[config.mk]
export PLATFORM = sky130hd
export DESIGN_NAME = ec_datapath
export DESIGN_NICKNAME = d
export VERILOG_FILES = /design/src/rtl/ec_datapath.sv
export SDC_FILE = /design/constraint.sdc
export NUM_CORES = 1
export LEC_CHECK = 0
export CAP_MARGIN = 20
export CORE_ASPECT_RATIO = 2
export CORE_MARGIN = 2
export CORE_UTILIZATION = 50
export DETAILED_ROUTE_END_ITERATION = 16
export PLACE_DENSITY = 0.67
export SYNTH_ARGS = -nofsm -noshare
export SYNTH_HDL_FRONTEND = slang
export SYNTH_SLANG_ARGS = --single-unit
[constraint.sdc]
create_clock -name Clock -period 4.5 [get_ports Clock]
set_clock_uncertainty 0.15 [all_clocks]
set_input_delay 0.9 -clock Clock [delete_from_list [all_inputs] [get_ports Clock]]
set_output_delay 0.9 -clock Clock [all_outputs]
set_load 0.02 [all_outputs]
[src/rtl/ec_datapath.sv]
// Accumulator datapath: PC, IR, accumulator A and a 32x8 unified memory for an 8-bit CU.
// Defining EC_DATAPATH_OVF_EN adds the Ovf signed-overflow flag output.

module ec_datapath_word #(
  parameter int DW = 8
) (
  input  logic          Clock,
  input  logic          Reset,
  input  logic          core_we,
  input  logic          prog_we,
  input  logic [DW-1:0] core_data,
  input  logic [DW-1:0] prog_data,
  output logic [DW-1:0] q
);
  // Program-load port has priority over a core store to the same word.
  always_ff @(posedge Clock or negedge Reset) begin
    if (!Reset)       q <= '0;
    else if (prog_we) q <= prog_data;
    else if (core_we) q <= core_data;
  end
endmodule

module ec_datapath #(
  parameter int DW = 8,
  parameter int AW = 5
) (
  input  logic          Clock,
  input  logic          Reset,
  input  logic          IRload,
  input  logic          JMPmux,
  input  logic          PCload,
  input  logic          Meminst,
  input  logic          MemWr,
  input  logic [1:0]    Asel,
  input  logic          Aload,
  input  logic          Sub,
  input  logic          Halt,
  input  logic [DW-1:0] Input,
  input  logic          ProgWe,
  input  logic [AW-1:0] ProgAddr,
  input  logic [DW-1:0] ProgData,
  output logic [2:0]    IR,
  output logic          Aeq0,
  output logic          Apos,
  output logic [DW-1:0] Output,
  output logic [AW-1:0] PCout
`ifdef EC_DATAPATH_OVF_EN
  ,
  output logic          Ovf
`endif
);
  localparam int DEPTH = 2**AW;

  logic [AW-1:0]             pc;
  logic [DW-1:0]             ir_reg;
  logic [DW-1:0]             a_reg;
  logic [DEPTH-1:0][DW-1:0]  mem;
  logic [AW-1:0]             addr;
  logic [DW-1:0]             rdata;
  logic [DW-1:0]             alu;
  logic [DW-1:0]             a_next;

  assign addr  = Meminst ? ir_reg[AW-1:0] : pc;
  assign rdata = mem[addr];
  // Subtract as A + ~M + 1; result wraps modulo 2**DW.
  assign alu   = a_reg + (Sub ? ~rdata : rdata) + DW'(Sub);

  always_comb begin
    a_next = alu;
    unique case (Asel)
      2'b00:   a_next = alu;
      2'b01:   a_next = Input;
      2'b10:   a_next = rdata;
      default: a_next = '0;
    endcase
  end

  for (genvar g = 0; g < DEPTH; g++) begin : g_word
    ec_datapath_word #(.DW(DW)) u_word (
      .Clock     (Clock),
      .Reset     (Reset),
      .core_we   (!Halt && MemWr && (addr == AW'(g))),
      .prog_we   (ProgWe && (ProgAddr == AW'(g))),
      .core_data (a_reg),
      .prog_data (ProgData),
      .q         (mem[g])
    );
  end

  always_ff @(posedge Clock or negedge Reset) begin
    if (!Reset) begin
      pc     <= '0;
      ir_reg <= '0;
      a_reg  <= '0;
    end else if (!Halt) begin
      if (IRload) ir_reg <= rdata;
      if (PCload) pc     <= JMPmux ? ir_reg[AW-1:0] : pc + AW'(1);
      if (Aload)  a_reg  <= a_next;
    end
  end

  assign IR     = ir_reg[DW-1:DW-3];
  assign Aeq0   = (a_reg == '0);
  assign Apos   = !a_reg[DW-1] && (a_reg != '0);
  assign Output = a_reg;
  assign PCout  = pc;

`ifdef EC_DATAPATH_OVF_EN
  logic op_sign;
  logic ovf_now;

  // Effective operand sign is that of ~M when subtracting.
  assign op_sign = Sub ? ~rdata[DW-1] : rdata[DW-1];
  assign ovf_now = (a_reg[DW-1] == op_sign) && (alu[DW-1] != a_reg[DW-1]);

  always_ff @(posedge Clock or negedge Reset) begin
    if (!Reset)               Ovf <= 1'b0;
    else if (!Halt && Aload)  Ovf <= (Asel == 2'b00) && ovf_now;
  end
`endif
endmodule

## Yosys cells after proc, flatten, opt, wreduce, memory -nomap -nowiden

Index checks and enable logic that the tools add are counted.

| word-level totals | value |
|---|---|
| output and inout port bits | 18 |
| input port bits | 34 |
| register bits | 277 |
| word-level logic and storage cells | 283 |

| operators by class | value |
|---|---|
| eq/ne operators | 64 |
| reduce and logical (&&, ||, !) cells | 108 |
| add/subtract/negate cells | 3 |
| bitwise gates (word level) | 2 |
| order comparisons | 1 |
| multiplexer cells | 70 |

Operators with widths:

| operator | count |
|---|---|
| 8-bit 2-to-1 mux | 66 |
| 5-bit == test, second input constant | 32 |
| 5-bit by 4-bit == test with 1-bit output, second input constant | 16 |
| 1-bit logical AND | 66 |
| 2-bit nonzero test | 32 |
| 8-bit binary-select mux with 5-bit select | 1 |
| 5-bit by 3-bit == test with 1-bit output, second input constant | 8 |
| 8-bit one-hot mux with 3 select lines | 1 |
| 5-bit by 2-bit == test with 1-bit output, second input constant | 4 |
| 5-bit by 1-bit == test with 1-bit output, second input constant | 2 |
| 5-bit logical NOT | 2 |
| 5-bit 2-to-1 mux | 2 |
| 8-bit by 1-bit adder with 8-bit output | 1 |
| 8-bit adder | 1 |
| 8-bit logical NOT | 1 |
| 8-bit NOT | 1 |
| 8-bit nonzero test | 1 |
| 5-bit by 6-bit < comparator with 1-bit output, second input constant | 1 |
| 2-bit AND reduction | 3 |
| 5-bit by 1-bit adder with 5-bit output, second input constant | 1 |
| 2-bit by 1-bit == test with 1-bit output, second input constant | 1 |
| 2-bit == test, second input constant | 1 |
| 1-bit logical NOT | 2 |
| 2-bit logical NOT | 1 |
| 1-bit NOT | 1 |

## Logic depth before layout (Yosys ltp)

Gate-level depths: netlist of the first run.

| logic depth | value |
|---|---|
| word-level depth | 8 |
| depth in mapped cells | 19 |
| depth with buffers taken out | 17 |

## By module

From an unflattened synthesis of the first run, not the netlist that was laid out.

| unflattened totals | value |
|---|---|
| cells, all modules | 1556 |
| area, all modules | 15894.0 um^2 |

Modules (own cells, without submodules):

| module | cells each | area each (um^2) | instances | sequential area each (um^2) |
|---|---|---|---|---|
| ec_datapath_word | 34 | 372.9 | 32 | 200.2 |
| ec_datapath | 468 | 3962.6 | 1 | 525.5 |

## Worst setup path before layout of the first run

Ideal clock, no wire load.

| timing path | value |
|---|---|
| path kind | in2reg |
| from | in Meminst |
| to | reg a_reg[6], in the netlist Output[6] |
| arrival time | 4360 ps |
| path buffers | 3 |
| cell stages on the path | 19 |
| setup time | 77 ps |
| required time | 4273 ps |
| setup slack | -87 ps |
| cell sequence | mux2_4 > buf_6 > buf_2 > buf_4 > mux4_2 > o22ai_1 > nor2_1 > a21oi_1 > xnor2_1 > fa_1 > a21o_1 > a21oi_1 > o21bai_1 > a21oi_1 > xnor2_1 > nor2_1 > a211oi_1 > a21oi_1 > o21ai_1 |

| on the way | value |
|---|---|
| longest elaborated chain between the ends | 8 |

Ends and longest elaborated chain:

| element | RTL line | RTL |
|---|---|---|
| start: declaration | 32 | `input logic Meminst,` |
| 5-bit 2-to-1 mux (*) | 63 | `assign addr = Meminst ? ir_reg[AW-1:0] : pc;` |
| 8-bit binary-select mux with 5-bit select (*) | 64 | `assign rdata = mem[addr];` |
| 8-bit 2-to-1 mux (implied by the code) (*) | 64 |  |
| 8-bit NOT | 66 | `assign alu = a_reg + (Sub ? ~rdata : rdata) + DW'(Sub);` |
| 8-bit 2-to-1 mux | 66 |  |
| 8-bit adder | 66 |  |
| 8-bit by 1-bit adder with 8-bit output | 66 |  |
| 8-bit one-hot mux with 3 select lines (*) | 70 | `unique case (Asel)` |
| end signal: assignment | 98 | `if (Aload) a_reg <= a_next;` |
| end: declaration | 56 | `logic [DW-1:0] a_reg;` |

Every way passes the cells marked *; elsewhere a longest branch is shown, timed or not. The select of a mux whose other input is x is not followed.
A chain may end at the register's enable or synchronous reset.

## Final worst setup path of the first run

Same ends and word-level chain as after synthesis.

==> results.json, run 1 <==
{
  "gr-usage-all-layers_pct": 30.4,
  "drc": 0,
  "grt_setup_unrepaired": "no",
  "ant_nets": 0,
  "dp_hpwl_um": 34400,
  "synth_fp_nets": 1622,
  "synth-edff-count": 0,
  "final_cell_area_um2": 18100,
  "regArea_um2": 6930,
  "grt_max_degree": 78,
  "drive_gt1_share_pct": 15.5,
  "routed_wl_um": 49200,
  "cp_data_required_time_ps": 4810,
  "cts-root-buf": "clkbuf_16",
  "path_delay_family": "compound AO/OA/AOI/OAI gates",
  "slew_headroom_pct": 38.1,
  "avgSynthCellArea_um2": 9.89,
  "max_stage_delay_ps": 590,
  "clock-sinks": 277,
  "cts_hold_buffers": 0,
  "drt_iter0_markers": 878,
  "yosysSeqAreaShare_pct": 44.4,
  "synthArstFlopShare_pct": 100,
  "critPathCaptureType": "register",
  "vdd_drop_max_v": 0.000575,
  "via_count": 12600,
  "synth_seq_cells": 277,
  "antenna_found_initial": 0,
  "clkTransAtPathRegs_ps": 70,
  "maxSlewViolCount": 0,
  "io_buffers": 51,
  "setup_violations": 0,
  "fin_crit_sh_pct": 92.9,
  "synth_area_leaders": "dfrtp_1, mux2i_1, mux4_2",
  "tightest_slew_ps": 925,
  "wl_per_cell_um": 23.6,
  "num_antenna_cells": 0,
  "chipWidth_um": 129,
  "status": "finished, final reports clean",
  "rows": 91,
  "netlist_area_um2": 15600,
  "start_kind": "primary input",
  "yosysUniqueCellTypes": 55,
  "multi_input_area_um2": 8210,
  "initial_core_util_pct": 50.6,
  "clkLatencyLatePin_ps": 540,
  "hp-class": "primary input to async pin",
  "cp.arrival_ps": 4490,
  "power_leakage_nw": 8.00,
  "synth_cells": 1580,
  "finalHoldViolCount": 0,
  "maxCapViolCount": 0,
  "max_freq_mhz": 239,
  "fp.coreArea_um2": 30900,
  "cts_buffers": 26,
  "vias_per_cell": 6.03,
  "dp_cells": 2037,
  "clockBufferDepth": 3,
  "fill_cells": 2627,
  "worstSetupPathType": "primary input to register",
  "area_growth_pct": 15.6,
  "gp_congestion": 0.971,
  "crit_fanout": 8,
  "ioPinCount": 52,
  "yosysMostFrequentCell": "dfrtp_1",
  "final_cells": 2086,
  "drtPass1Iterations": 5,
  "grt_pass1_vias": 13100,
  "grt_pass1_wl_um": 75300,
  "synth_top_area_share_pct": 44.4,
  "worst-path-buf-inv": 1,
  "die-area_um2": 32800,
  "fin_nets": 1691,
  "tns_ps": 0,
  "min_period_ps": 4180,
  "yosys.area.top_type": "dfrtp_1",
  "largest_reg_flops": 256,
  "die_height_um": 254,
  "crit_chain": "clkbuf_2 > mux2_4 > mux4_1 > nand2_1 > a41oi_1 > a21oi_2 > mux2_2 > fa_1 > a21o_1 > a21oi_2 > o21bai_1 > a21oi_1 > xnor2_1 > nor2_1 > a211oi_2 > a21oi_1 > o21ai_1",
  "cts_tree": "yes",
  "netlist_top_cells_count": "dfrtp_1, mux2i_1, nor2_1",
  "crit_slowest_cell": "mux4_1",
  "ys_dominant_reg_cell": "dfrtp_1",
  "placed_cell_area_um2": 17100,
  "powerDensity_nw_per_um2": 713,
  "htree_levels": 1,
  "yosys_warnings": 0,
  "p_total_mw": 12.9,
  "grt_overflow": 0
}
repair_timing:
item	CTS	global route
resized for setup	3	13
setup buffers	1	0
pin swaps	0	0
gates cloned	1	0
setup endpoints to repair	4	4
routing by layer:
metal / wire length [um] / up-vias / GRT usage [%]
li1: - / 5760 / -
met4: 3830 / 0 / 20.6
met1: 17200 / 6146 / 32.9
met3: 2490 / 181 / 3.33
met5: 0 / - / 0
met2: 25700 / 491 / 54.8
path summary, 6_finish.rpt:
check                           cells past startpoint                                 end                   from  slack (ps)
worst max-delay path                               17               Output[6]$_DFFE_PN0P_                Meminst         320
worst min-delay path                                1   g_word[8].u_word.q[6]$_DFFE_PN0P_                  Reset         180
worst max register to register                     16               Output[6]$_DFFE_PN0P_  ir_reg[0]$_DFFE_PN0P_         350
worst min register to register                      2               ir_reg[6]$_DFFE_PN0P_  ir_reg[6]$_DFFE_PN0P_         330
max in group asynchronous                           2  g_word[18].u_word.q[0]$_DFFE_PN0P_                  Reset        2930
min in group Clock                                  2               ir_reg[6]$_DFFE_PN0P_  ir_reg[6]$_DFFE_PN0P_         330
area by class of cell:
cell class	count	area share, %
Sequential cell	277	38.4
Tap cell	418	2.90
Timing Repair Buffer	171	8.22
Clock inverter	12	0.727
Inverter	4	0.0831
Multi-Input combinational cell	1169	45.5
Clock buffer	35	4.24
through the flow:
step	setup slack, ps	hold slack, ps	util (%)
finish	317	178	58.5
CTS	151	213	58.4
floorplan	2.94	301	-
global route	147	233	58.5
detailed placement	-775	323	55.4
global placement	-771	310	55.4
power by group:
group,leakage [nW],switching (mW),total (mW),internal [mW]
clock network,0.434,0.998,2.31,1.31
logic,4.20,3.31,6.26,2.94
registers,3.36,0.731,4.31,3.58
cell families (layout without fill, tap and decap cells):
group                      after synthesis  count (layout)  synth area share (%)
and+or+nand+nor                        461             461                  12.6
buffers and inverters                  135             222                  3.52
DFF                                    277             277                  44.4
xor gates and xnor gates                11              11                 0.617
adders and majority gates                8               8                 0.689
muxes                                  325             326                  25.8
AOI/OAI and AO/OA                      363             363                  12.5
placed cells by master (no fill, tap or decap), drive strengths merged, types with 6 or more instances in the layout:
cell | Yosys | routed
dfrtp | 277 | 277
nand2 | 150 | 150
nor3 | 21 | 21
clkinv | 0 | 6
nor2b | 9 | 9
clkdlybuf4s50 | 0 | 49
nand2b | 10 | 10
ha | 7 | 7
clkbuf | 94 | 36
buf | 37 | 121
a31oi | 6 | 6
xnor2 | 9 | 9
nor2 | 231 | 231
a21oi | 209 | 209
mux4 | 60 | 60
o22ai | 22 | 22
a211oi | 8 | 8
mux2i | 261 | 261
o21ai | 98 | 98
nand3 | 23 | 23
Power figures use the tool's default switching activity.
==> run 2: changes to the inputs <==
--- a/config.mk
+++ b/config.mk
@@ -11,6 +11,7 @@
 export CORE_UTILIZATION = 50
 export DETAILED_ROUTE_END_ITERATION = 16
 export PLACE_DENSITY = 0.67
+export SETUP_SLACK_MARGIN = 0.3
 export SYNTH_ARGS = -nofsm -noshare
 export SYNTH_HDL_FRONTEND = slang
 export SYNTH_SLANG_ARGS = --single-unit
==> results.json, run 2 (same netlist as run 1, synthesis figures left out) <==
{
  "cts-root-buf": "clkbuf_16",
  "maxCapViolCount": 0,
  "grt_pass1_vias": 12800,
  "fin_nets": 1726,
  "min_period_ps": 4040,
  "clockBufferDepth": 3,
  "layout_common_cells": "dfrtp_1, mux2i_1, nor2_1, a21oi_1, nand2_1",
  "path_delay_family": "compound AO/OA/AOI/OAI gates",
  "htree_levels": 1,
  "chipWidth_um": 129,
  "crit_fanout": 6,
  "ant_nets": 0,
  "max_stage_delay_ps": 540,
  "worstSetupPathType": "register to register",
  "die-area_um2": 32800,
  "sw_frac_of_total_pct": 38.4,
  "grt_setup_unrepaired": "no",
  "cts_buffers": 26,
  "finalHoldViolCount": 0,
  "fp.coreArea_um2": 30900,
  "initial_core_util_pct": 50.6,
  "critPathCaptureType": "register",
  "p_total_mw": 13.5,
  "largest_reg_flops": 256,
  "p_sw_mw": 5.20,
  "status": "finished, final reports clean",
  "place_ws_ps": -597,
  "max_freq_mhz": 248,
  "cp_data_required_time_ps": 4830,
  "p_int_mw": 8.33,
  "final_common_cell": "dfrtp_1",
  "setup_slack_ps": 463,
  "multi_input_area_um2": 8300,
  "power_frac_seq_pct": 31.7,
  "grt_overflow": 0,
  "io_buffers": 51,
  "powerDensity_nw_per_um2": 729,
  "crit_chain": "mux2_4 > buf_4 > mux4_1 > nand2_1 > a41oi_2 > a21oi_2 > mux2_4 > fa_2 > a21o_1 > a21oi_2 > o21bai_1 > a21oi_2 > xnor2_1 > nor2_1 > a211oi_2 > a21oi_1 > o21ai_1",
  "power_leakage_nw": 8.25,
  "worst-path-buf-inv": 1,
  "fin_crit_sh_pct": 89.7,
  "start_kind": "register",
  "fill_cells": 2622,
  "routed_wl_um": 49400,
  "rows": 91,
  "die_height_um": 254,
  "dp_hpwl_um": 34200,
  "antenna_found_initial": 1,
  "clockPowerShare_pct": 18.3,
  "crit_slowest_cell": "mux4_1",
  "via_count": 12700,
  "ioPinCount": 52,
  "regArea_um2": 6930,
  "hp-class": "primary input to async pin",
  "grt_pass1_wl_um": 76600,
  "crit_top_cell": "a21oi_2",
  "gp_congestion": 0.959,
  "clkTransAtPathRegs_ps": 70,
  "pwr-share-comb_pct": 50.1,
  "clkLatencyLatePin_ps": 550,
  "cts_tree": "yes",
  "drtPass1Iterations": 5,
  "drive_gt1_share_pct": 18.0,
  "slew_headroom_pct": 37.1,
  "vias_per_cell": 5.98,
  "maxSlewViolCount": 0,
  "cp.arrival_ps": 4370,
  "area_growth_pct": 18.7,
  "vdd_drop_max_v": 0.000661,
  "grt_max_degree": 91,
  "cts_hold_buffers": 0,
  "gr-usage-all-layers_pct": 31.1,
  "drt_iter0_markers": 975,
  "tightest_slew_ps": 941,
  "clock-sinks": 277,
  "setup_violations": 0,
  "wl_per_cell_um": 23.3,
  "drc": 0
}
==> run 2: changes by cell type in the layout (fill, tap and decap cells not counted), moves of 2 or more <==
cell and delta:
a211oi_1 -3, a211oi_2 +3, a21oi_1 -3, a21oi_2 +3, buf_12 +7, buf_4 +30, buf_6 -3, bufinv_16 +3
clkinvlp_4 -3, nor3_1 -2, nor3_2 +2, o22ai_1 -3, o22ai_2 +3
==> run 2: final cells by class <==
cell class / instances / area share, %
Antenna cell: 1 / 0.0135
Clock buffer: 35 / 4.13
Clock inverter: 11 / 1.01
Inverter: 4 / 0.0810
Multi-Input combinational cell: 1170 / 44.8
Sequential cell: 277 / 37.4
Tap cell: 418 / 2.82
Timing Repair Buffer: 205 / 9.80
==> run 2: path summary, 6_finish.rpt <==
| check | slack, ps | end | from | cells after the start |
|---|---|---|---|---|
| max | 460 | Output[6]$_DFFE_PN0P_ | ir_reg[0]$_DFFE_PN0P_ | 17 |
| max in group asynchronous | 3040 | g_word[23].u_word.q[7]$_DFFE_PN0P_ | Reset | 2 |
| min in group Clock | 330 | ir_reg[7]$_DFFE_PN0P_ | ir_reg[7]$_DFFE_PN0P_ | 2 |
| min reg2reg | 330 | ir_reg[7]$_DFFE_PN0P_ | ir_reg[7]$_DFFE_PN0P_ | 2 |
| min | 190 | g_word[10].u_word.q[2]$_DFFE_PN0P_ | Reset | 1 |
| max reg2reg | 460 | Output[6]$_DFFE_PN0P_ | ir_reg[0]$_DFFE_PN0P_ | 17 |
==> run 2: metal layers <==
metal / GRT usage, % / vias to the layer above / routed length (um)
li1: - / 5818 / -
met1: 34.2 / 6253 / 17300
met2: 55.2 / 461 / 26100
met3: 3.66 / 162 / 2300
met4: 21.2 / 0 / 3710
met5: 0 / - / 0
==> run 2: power by group through the flow <==
stage | Clock, mW | Combinational, mW | Sequential, mW
2_1_floorplan | 0 | 3.84 | 4.07
3_3_place_gp | 0 | 6.25 | 4.25
3_5_place_dp | 0 | 6.37 | 4.29
4_1_cts | 2.51 | 6.44 | 4.27
5_1_grt | 2.61 | 7.22 | 4.40
6_report | 2.47 | 6.77 | 4.28
==> run 2: what timing repair did <==
| item | in CTS | in global routing |
|---|---|---|
| pin swaps | 0 | 7 |
| gates resized for setup | 3 | 21 |
| cloned | 2 | 0 |
| setup buffers | 7 | 10 |
| endpoints found under the hold margin | 0 | 0 |
| setup endpoints to repair | 6 | 6 |
==> run 2: through the flow <==
| stage | TNS (ps) | hold WS (ps) | cells | utilization [%] | cell area [um2] |
|---|---|---|---|---|---|
| 6_report | 0 | 193 | 2121 | 60.1 | 18500 |
| 5_1_grt | 0 | 247 | 2120 | 60.1 | 18500 |
| 4_1_cts | 0 | 228 | 2110 | 59.5 | 18400 |
| 3_5_place_dp | -3300 | 320 | 2055 | 56.2 | 17300 |
| 3_3_place_gp | -2740 | 313 | 2055 | 56.2 | 17300 |
| 2_1_floorplan | 0 | 301 | 1580 | - | 15700 |
